**src/rtl/fetch_pkg.sv**
```systemverilog
`default_nettype none
// ---------------------------------------------------------------------------
// fetch_pkg : shared encodings and constants for the instruction fetch unit
// Revision  : 1.0 - initial release
// ---------------------------------------------------------------------------
package fetch_pkg;

  localparam logic [0:0] ST_RUN  = 1'b0;
  localparam logic [0:0] ST_HALT = 1'b1;

  typedef enum logic [0:0] {
    S_RUN  = ST_RUN,
    S_HALT = ST_HALT
  } state_e;

  localparam int unsigned PC_INC     = 4;
  localparam logic [1:0]  ALIGN_MASK = 2'b11;

endpackage
`default_nettype wire

```
**src/rtl/fetch_queue.sv**
```systemverilog
`default_nettype none
// ---------------------------------------------------------------------------
// fetch_queue : registered FIFO with flush; head is visible the cycle after push
// Revision    : 1.0 - initial release
// ---------------------------------------------------------------------------
module fetch_queue #(
  parameter int unsigned WIDTH = 64,
  parameter int unsigned DEPTH = 2
) (
  input  logic                         clk,
  input  logic                         reset,
  input  logic                         push_i,
  input  logic                         pop_i,
  input  logic                         flush_i,
  input  logic [WIDTH-1:0]             data_i,
  output logic [WIDTH-1:0]             data_o,
  output logic                         full_o,
  output logic                         empty_o,
  output logic [$clog2(DEPTH+1)-1:0]   count_o
);

  localparam int unsigned AW = $clog2(DEPTH);
  localparam int unsigned CW = $clog2(DEPTH + 1);

  logic [WIDTH-1:0] mem_q [DEPTH];
  logic [AW-1:0]    wr_ptr_q;
  logic [AW-1:0]    rd_ptr_q;
  logic [CW-1:0]    count_q;
  logic             w_do_push;
  logic             w_do_pop;

  assign full_o    = (count_q == CW'(DEPTH));
  assign empty_o   = (count_q == '0);
  assign count_o   = count_q;
  assign data_o    = mem_q[rd_ptr_q];
  assign w_do_pop  = pop_i && !empty_o;
  // A pop in the same cycle frees the slot, so a full queue still accepts.
  assign w_do_push = push_i && (!full_o || w_do_pop);

  always_ff @(posedge clk) begin
    if (reset) begin
      for (int i = 0; i < int'(DEPTH); i++) begin
        mem_q[i] <= '0;
      end
      wr_ptr_q <= '0;
      rd_ptr_q <= '0;
      count_q  <= '0;
    end else if (flush_i) begin
      wr_ptr_q <= '0;
      rd_ptr_q <= '0;
      count_q  <= '0;
    end else begin
      if (w_do_push) begin
        mem_q[wr_ptr_q] <= data_i;
        wr_ptr_q        <= wr_ptr_q + AW'(1);
      end
      if (w_do_pop) begin
        rd_ptr_q <= rd_ptr_q + AW'(1);
      end
      count_q <= count_q + CW'(w_do_push) - CW'(w_do_pop);
    end
  end

endmodule
`default_nettype wire

```
**src/rtl/fetch_sequencer.sv**
```systemverilog
`default_nettype none
// ---------------------------------------------------------------------------
// fetch_sequencer : PC owner and IF-stage sequencer with redirect and fault trap
// Revision        : 1.0 - initial release
// ---------------------------------------------------------------------------
module fetch_sequencer
  import fetch_pkg::*;
#(
  parameter int unsigned       PC_W      = 32,
  parameter int unsigned       INST_W    = 32,
  parameter int unsigned       MEM_WORDS = 64,
  parameter int unsigned       DEPTH     = 2,
  parameter logic [PC_W-1:0]   RESET_PC  = '0
) (
  input  logic              clk,
  input  logic              reset,
  input  logic              en,
  input  logic              redirect_valid,
  input  logic [PC_W-1:0]   redirect_pc,
  output logic [PC_W-1:0]   imem_addr,
  input  logic [INST_W-1:0] imem_data,
  output logic              inst_valid,
  output logic [INST_W-1:0] inst,
  output logic [PC_W-1:0]   inst_pc,
  input  logic              inst_ready,
  output logic              fault
);

  localparam int unsigned CNT_W = $clog2(DEPTH + 1);
  localparam int unsigned ENT_W = INST_W + PC_W;

  state_e            state_q, state_d;
  logic [PC_W-1:0]   pc_q, pc_d;
  logic              w_push;
  logic              w_flush;
  logic              w_pop;
  logic              w_full;
  logic              w_empty;
  logic              w_room;
  logic              w_in_range;
  logic              w_aligned;
  logic [CNT_W-1:0]  w_count;
  logic [ENT_W-1:0]  w_head;

  assign imem_addr  = pc_q >> 2;
  assign w_in_range = (imem_addr < PC_W'(MEM_WORDS));
  assign w_aligned  = ((redirect_pc[1:0] & ALIGN_MASK) == 2'b00);
  assign w_pop      = inst_valid && inst_ready;
  assign w_room     = (w_count < CNT_W'(DEPTH)) || w_pop;

  // Redirect outranks fetch; a misaligned target traps without touching pc.
  always_comb begin
    state_d = state_q;
    pc_d    = pc_q;
    w_push  = 1'b0;
    w_flush = 1'b0;
    case (state_q)
      S_RUN: begin
        if (redirect_valid) begin
          w_flush = 1'b1;
          if (w_aligned) begin
            pc_d = redirect_pc;
          end else begin
            state_d = S_HALT;
          end
        end else if (en) begin
          if (!w_in_range) begin
            state_d = S_HALT;
          end else if (w_room) begin
            w_push = 1'b1;
            pc_d   = pc_q + PC_W'(PC_INC);
          end
        end
      end
      default: begin
      end
    endcase
  end

  always_ff @(posedge clk) begin
    if (reset) begin
      state_q <= S_RUN;
      pc_q    <= RESET_PC;
    end else begin
      state_q <= state_d;
      pc_q    <= pc_d;
    end
  end

  fetch_queue #(
    .WIDTH (ENT_W),
    .DEPTH (DEPTH)
  ) u_queue (
    .clk     (clk),
    .reset   (reset),
    .push_i  (w_push),
    .pop_i   (w_pop),
    .flush_i (w_flush),
    .data_i  ({imem_data, pc_q}),
    .data_o  (w_head),
    .full_o  (w_full),
    .empty_o (w_empty),
    .count_o (w_count)
  );

  assign inst_valid = !w_empty;
  assign inst       = w_head[ENT_W-1 -: INST_W];
  assign inst_pc    = w_head[PC_W-1:0];
  assign fault      = (state_q == S_HALT);

  a_full_matches_count: assert property (@(posedge clk) disable iff (reset)
    w_full == (w_count == CNT_W'(DEPTH)));

endmodule
`default_nettype wire

```
**config.mk**
```make
export PLATFORM = sky130hd
export DESIGN_NAME = fetch_sequencer
export DESIGN_NICKNAME = d
export VERILOG_FILES = /design/src/rtl/fetch_pkg.sv /design/src/rtl/fetch_queue.sv /design/src/rtl/fetch_sequencer.sv
export SDC_FILE = /design/constraint.sdc
export NUM_CORES = 1
export LEC_CHECK = 0
export CORE_AREA = 2 2 118 143
export CTS_CLUSTER_DIAMETER = 40
export DETAILED_ROUTE_END_ITERATION = 16
export DIE_AREA = 0 0 120 145
export PLACE_DENSITY_LB_ADDON = 0.08
export SETUP_SLACK_MARGIN = 0.15
export SYNTH_ARGS = -nofsm -noshare
export SYNTH_HDL_FRONTEND = slang
export SYNTH_SLANG_ARGS = --single-unit
export TNS_END_PERCENT = 10
```
**constraint.sdc**
```tcl
create_clock -name clk -period 8 [get_ports clk]
set_clock_uncertainty 0.1 [all_clocks]
set_input_delay 0.8 -clock clk [delete_from_list [all_inputs] [get_ports clk]]
set_output_delay 0.8 -clock clk [all_outputs]
set_load 0.01 [all_outputs]
```
Word-level counts from Yosys, hierarchy flattened
Memory sizes are Yosys's and may differ from the RTL's. A register that Yosys moved wholly into a read port is not among the register bits.
Cells that the tools add are included.
{"block": "word_totals", "input_bits": 69, "mem_count": 1, "mem_bits_rw": 128, "out_inout_bits": 98, "ff_bits": 37, "wordCells": 59}
{"name": "u_queue.mem_q", "words": 2, "width": 64, "read_ports": 1, "rd_clocked_by_memory_dff": 1, "write_ports": 2, "line_no": "fetch_queue.sv:25", "text": "logic [WIDTH-1:0] mem_q [DEPTH];"}
{"block": "classes", "n_addsub": 5, "n_lt_le_gt_ge": 2, "eq_ne": 2, "n_reduce_logical": 15, "mux": 28, "bitwise_logic": 1}
{"cell": "2-to-1 mux 32 bit", "count": 5}
{"cell": "2-to-1 mux 64 bit", "count": 1}
{"cell": "OR reduction 64 bit", "count": 1}
{"cell": "adder 32 x 3 -> 32 bit, second input constant", "count": 1}
{"cell": "less-than comparator 30 x 7 -> 1 bit, second input constant", "count": 1}
{"cell": "2-to-1 mux 1 bit", "count": 22}
{"cell": "nonzero test 2 bit", "count": 3}
{"cell": "AND reduction 5 bit", "count": 1}
{"cell": "zero test 2 bit", "count": 2}
{"cell": "logical AND 1 bit", "count": 3}
{"cell": "adder 1 bit, second input constant", "count": 2}
{"cell": "adder 2 x 1 -> 2 bit", "count": 1}
{"cell": "equality test 2 bit, second input constant", "count": 1}
{"cell": "zero test 1 bit", "count": 2}
{"cell": "logical OR 1 bit", "count": 2}
{"cell": "less-than comparator 2 bit, second input constant", "count": 1}
{"cell": "inequality test 2 x 1 -> 1 bit, second input constant", "count": 1}
{"cell": "OR reduction 2 bit", "count": 1}
{"cell": "subtractor 2 x 1 -> 2 bit", "count": 1}
{"cell": "NOT 1 bit", "count": 1}

Depth between registers and ports, before layout
{"block": "depth", "ltp_word": 16, "depth_mapped": 9}

By module
From an unflattened synthesis, not the netlist that was laid out.
{"block": "hier_totals", "cells_unflattened": 648, "hier_area_um2": 8026.4}
{"mod": "fetch_queue", "instances": 1, "area_per_inst_um2": 5863.1, "cells_per_inst": 372, "seq_area_each_um2": 3943.8}
{"mod": "fetch_sequencer", "instances": 1, "area_per_inst_um2": 2163.3, "cells_per_inst": 276, "seq_area_each_um2": 660.6}

Worst setup path after synthesis
Ideal clock, no wire load.
{"block": "synth_path", "path_type": "input to register", "start": "input redirect_valid", "end": "memory u_queue.mem_q[0][0] (enable)", "arrival_ps": 6062, "required_time_ps": 7326, "setup_time_ps": 574, "path_stages": 5, "path_slack_ps": 1264, "path_cell_list": "nor3b_1 -> nand4_1 -> or2_1 -> buf_6 -> o21ai_0"}
{"item": "start, declared", "line_no": "fetch_sequencer.sv:18", "text": "input logic redirect_valid,"}
{"item": "end, declared", "line_no": "fetch_queue.sv:25"}

==> impl_metrics.csv <==
group,metric,value,unit
yosys,syn_area,0.00738,mm²
routing,routed_wl,15900,µm
sta,worst_pin_slew,882,ps
routing,dr.pass1.iters,4,
finish,final_area,0.00980,mm²
clock_tree,clock_sinks,166,
clock_tree,cts-root-buf,"clkbuf_16",
worst_setup_path,critPathMaxFanout,64,
worst_setup_path,r2r_start,"pc_q[31]$_SDFFE_PP0P_",
clock_tree,post-cts-setup-buffer-count,0,
worst_setup_path,end_kind,"flop",
finish,nFillCells,1275,
die,chipHeight,145,µm
yosys,synth_xor_area_frac,0.00474,
worst_setup_path,r2r_cells,6,
yosys,async_flop_share,0,
outcome,status,"complete, no violations",
routing,ant_nets,0,
power_and_ir_drop,p_sw_frac,0.223,
finish,layout-drive-gt1-share,0.176,
clock_tree,cts_buffers,17,
finish,syn_to_final_growth,32.7,%
global_routing,grtUsageTotal,0.189,
power_and_ir_drop,peakVddDrop,140,µV
routing,drt-initial-drc-count,292,
global_routing,antenna_found_initial,0,
sta,period_needed,3350,ps
power_and_ir_drop,p_sw,0.472,mW
finish,nNetsFinal,820,
yosys,synth-compound-area-share,0.0569,
power_and_ir_drop,cellPowerDensity,216,mW/mm²
power_and_ir_drop,p_leak,3.62,nW
power_and_ir_drop,intPower,1.64,mW
routing,avgViaCountPerCell,5.05,
power_and_ir_drop,clock_power_share,0.407,
yosys,ys.warnings.count,0,
power_and_ir_drop,p_comb_frac,0.118,
job,maxCapViolCount,0,
die,fp.dieW,120,µm
die,start_util,0.461,
power_and_ir_drop,p_seq_frac,0.474,
die,rows,51,
yosys,synth_edf_count,128,
global_routing,grt_max_degree,65,
hold_path,min_from,"pc_q[0]$_SDFFE_PP0P_",
worst_setup_path,reg2reg_slack,4750,ps
yosys,synthSimpleGateAreaFrac,0.151,
routing,wire_per_inst,16.4,µm
sta,finalSetupViolCount,0,
routing,drc_errors,0,
worst_setup_path,path_class,"input port to flop",
clock_tree,hold_buffers,0,
clock_tree,clock_latency,420,ps
placement,gp_congestion,0.866,
yosys,ys.flop_type,"edfxtp_1",
sta,hold_viol,0,
sta,slew_violations,0,
global_routing,grt_pass1_vias,4936,
worst_setup_path,rr_endpoint,"u_queue.mem_q[1][20]$_SDFFCE_PN0P_",
yosys,avgSynthCellArea,13.0,µm²
sta,finalCritPeriodShare,0.419,
worst_setup_path,required,7950,ps
worst_setup_path,crit_arrival,3300,ps
yosys,ys_seq_area_frac,0.624,
hold_path,min_path_type,"flop to flop",
clock_tree,cts_max_level,4,
finish,diodes,0,
placement,placed_area,0.00917,mm²
die,die-area,0.0174,mm²
global_routing,grt_pass1_wl,25400,µm
sta,finalSetupTns,0,ps
global_routing,gr-total-overflow,0,
die,io_pins,167,
die,core,0.0160,mm²
sta,rsz0062_at_grt,"no",
placement,portBuffers,164,
yosys,synth_cell_types,51,
placement,place_hpwl,10300,µm
yosys,synthAdderAreaFrac,0.00508,
yosys,synthCells,570,
routing,vias,4910,
clock_tree,clock_path_buffers,2,
sta,max_freq,298,MHz
clock_tree,postCtsResizedCells,0,
sta,relSlewSlack,0.412,
hold_path,hold_depth,1,
yosys,synthMuxAreaShare,0.102,
yosys,synth_top_family_by_area,"simple AND/OR/NAND/NOR gates",
hold_path,hold_end,"pc_q[0]$_SDFFE_PP0P_",
clock_tree,clk_pin_slew,60,ps
worst_setup_path,startpoint_type,"input port",
yosys,ys_ff_latch,166,
clock_tree,cts_tree,"built",
[cell usage after synthesis, types with 14 or more instances]
cell,count,area (µm²)
edfxtp_1,128,3840
mux2_2,64,721
and2_1,56,350
dfxtp_1,38,761
nand2_1,36,135
buf_4,33,248
and2_2,24,180
o21ai_0,20,100
nor2_1,19,71.3
clkbuf_1,18,67.6
a21oi_1,16,80.1
nand3_1,14,70.1
[worst max-delay path: stages]
cell and delay (ps):
clkdlybuf4s50_1 390, buf_4 250, nor3b_1 300, nand4_1 170, or2_1 400, inv_1 140, a21o_2 130, buf_4 680
[worst max-delay path by stage]
stage	cells after the start	endpoint	from
final	8	u_queue.mem_q[1][20]$_SDFFCE_PN0P_	redirect_valid
after global routing	8	u_queue.mem_q[1][25]$_SDFFCE_PN0P_	redirect_valid
after CTS	8	u_queue.mem_q[1][25]$_SDFFCE_PN0P_	redirect_valid
after detailed placement	8	u_queue.mem_q[1][16]$_SDFFCE_PN0P_	redirect_valid
after global placement	8	u_queue.mem_q[1][25]$_SDFFCE_PN0P_	redirect_valid
after floorplan	5	u_queue.mem_q[0][0]$_SDFFCE_PN0P_	redirect_valid
[power groups by stage]
stage	sequential [mW]	clock, mW	combinational [mW]
2_1_floorplan	1.02	0	0.128
3_3_place_gp	1.02	0	0.251
3_5_place_dp	1.02	0	0.252
4_1_cts	1.00	0.876	0.253
5_1_grt	1.01	0.910	0.271
6_report	1.00	0.861	0.250
[cells by family after synthesis]
logic type                 after synthesis
and+or+nand+nor                        192
DFF                                    166
buffers and inverters                   71
muxes                                   67
AOI/OAI and AO/OA                       66
xor gates and xnor gates                 4
adders and majority gates                3
other                                    1
[metal layers]
metal  up-vias  wire, µm  global-route usage
met5         -         0                   0
met4         0       294              0.0629
met3        18       867              0.0464
met2       161      8100               0.321
met1      2382      6660               0.233
li1       2349         -                   -
[cell usage in the layout (no fill, tap or decap), types with 3 or more instances in the layout]
| cell type | count |
|---|---|
| inv_6 | 3 |
| buf_4 | 8 |
| and2_1 | 56 |
| a22o_1 | 5 |
| dfxtp_1 | 37 |
| clkdlybuf4s50_1 | 164 |
| conb_1 | 50 |
| nand3_1 | 14 |
| or3_1 | 3 |
| clkbuf_16 | 17 |
| nor2_1 | 19 |
| a21oi_1 | 16 |
| mux2_2 | 64 |
| a22oi_1 | 5 |
| nor4_1 | 9 |
| bufinv_16 | 4 |
| clkinvlp_4 | 4 |
| and2_2 | 24 |
| nand4_1 | 9 |
| edfxtp_1 | 128 |
| a32o_1 | 3 |
| nand2_1 | 36 |
| o21ai_0 | 18 |
| mux2i_1 | 3 |
| and3_1 | 4 |
| o31ai_1 | 6 |
| nor3_1 | 3 |
| ha_1 | 3 |
| inv_1 | 8 |
[through the flow]
| step | instances | hold WS, ps | total power, mW | setup slack, ps | utilization |
|---|---|---|---|---|---|
| 5_1_grt | 973 | 430 | 2.19 | 4470 | 0.612 |
| 6_report | 973 | 389 | 2.11 | 4650 | 0.612 |
| 3_3_place_gp | 941 | 372 | 1.27 | 4230 | 0.572 |
| 3_5_place_dp | 941 | 381 | 1.27 | 4200 | 0.572 |
| 4_1_cts | 973 | 390 | 2.13 | 4640 | 0.612 |
| 2_1_floorplan | 619 | 358 | 1.14 | 1260 | - |
[registers in the layout (all words and copies together), names as in the netlist, named ones only]
signal,count
u_queue.count_o,2
u_queue.mem_q,128
pc_q,32
fault,1
u_queue.rd_ptr_q,1
u_queue.wr_ptr_q,1
[area by class of cell]
type / count / area (µm²) / area share
Tap cell: 212 / 265 / 0.0271
Clock buffer: 18 / 429 / 0.0438
Multi-Input combinational cell: 382 / 2560 / 0.262
Clock inverter: 14 / 199 / 0.0203
Inverter: 9 / 33.8 / 0.00345
Timing Repair Buffer: 172 / 1700 / 0.174
Sequential cell: 166 / 4610 / 0.470
Power figures use the tool's default switching activity.
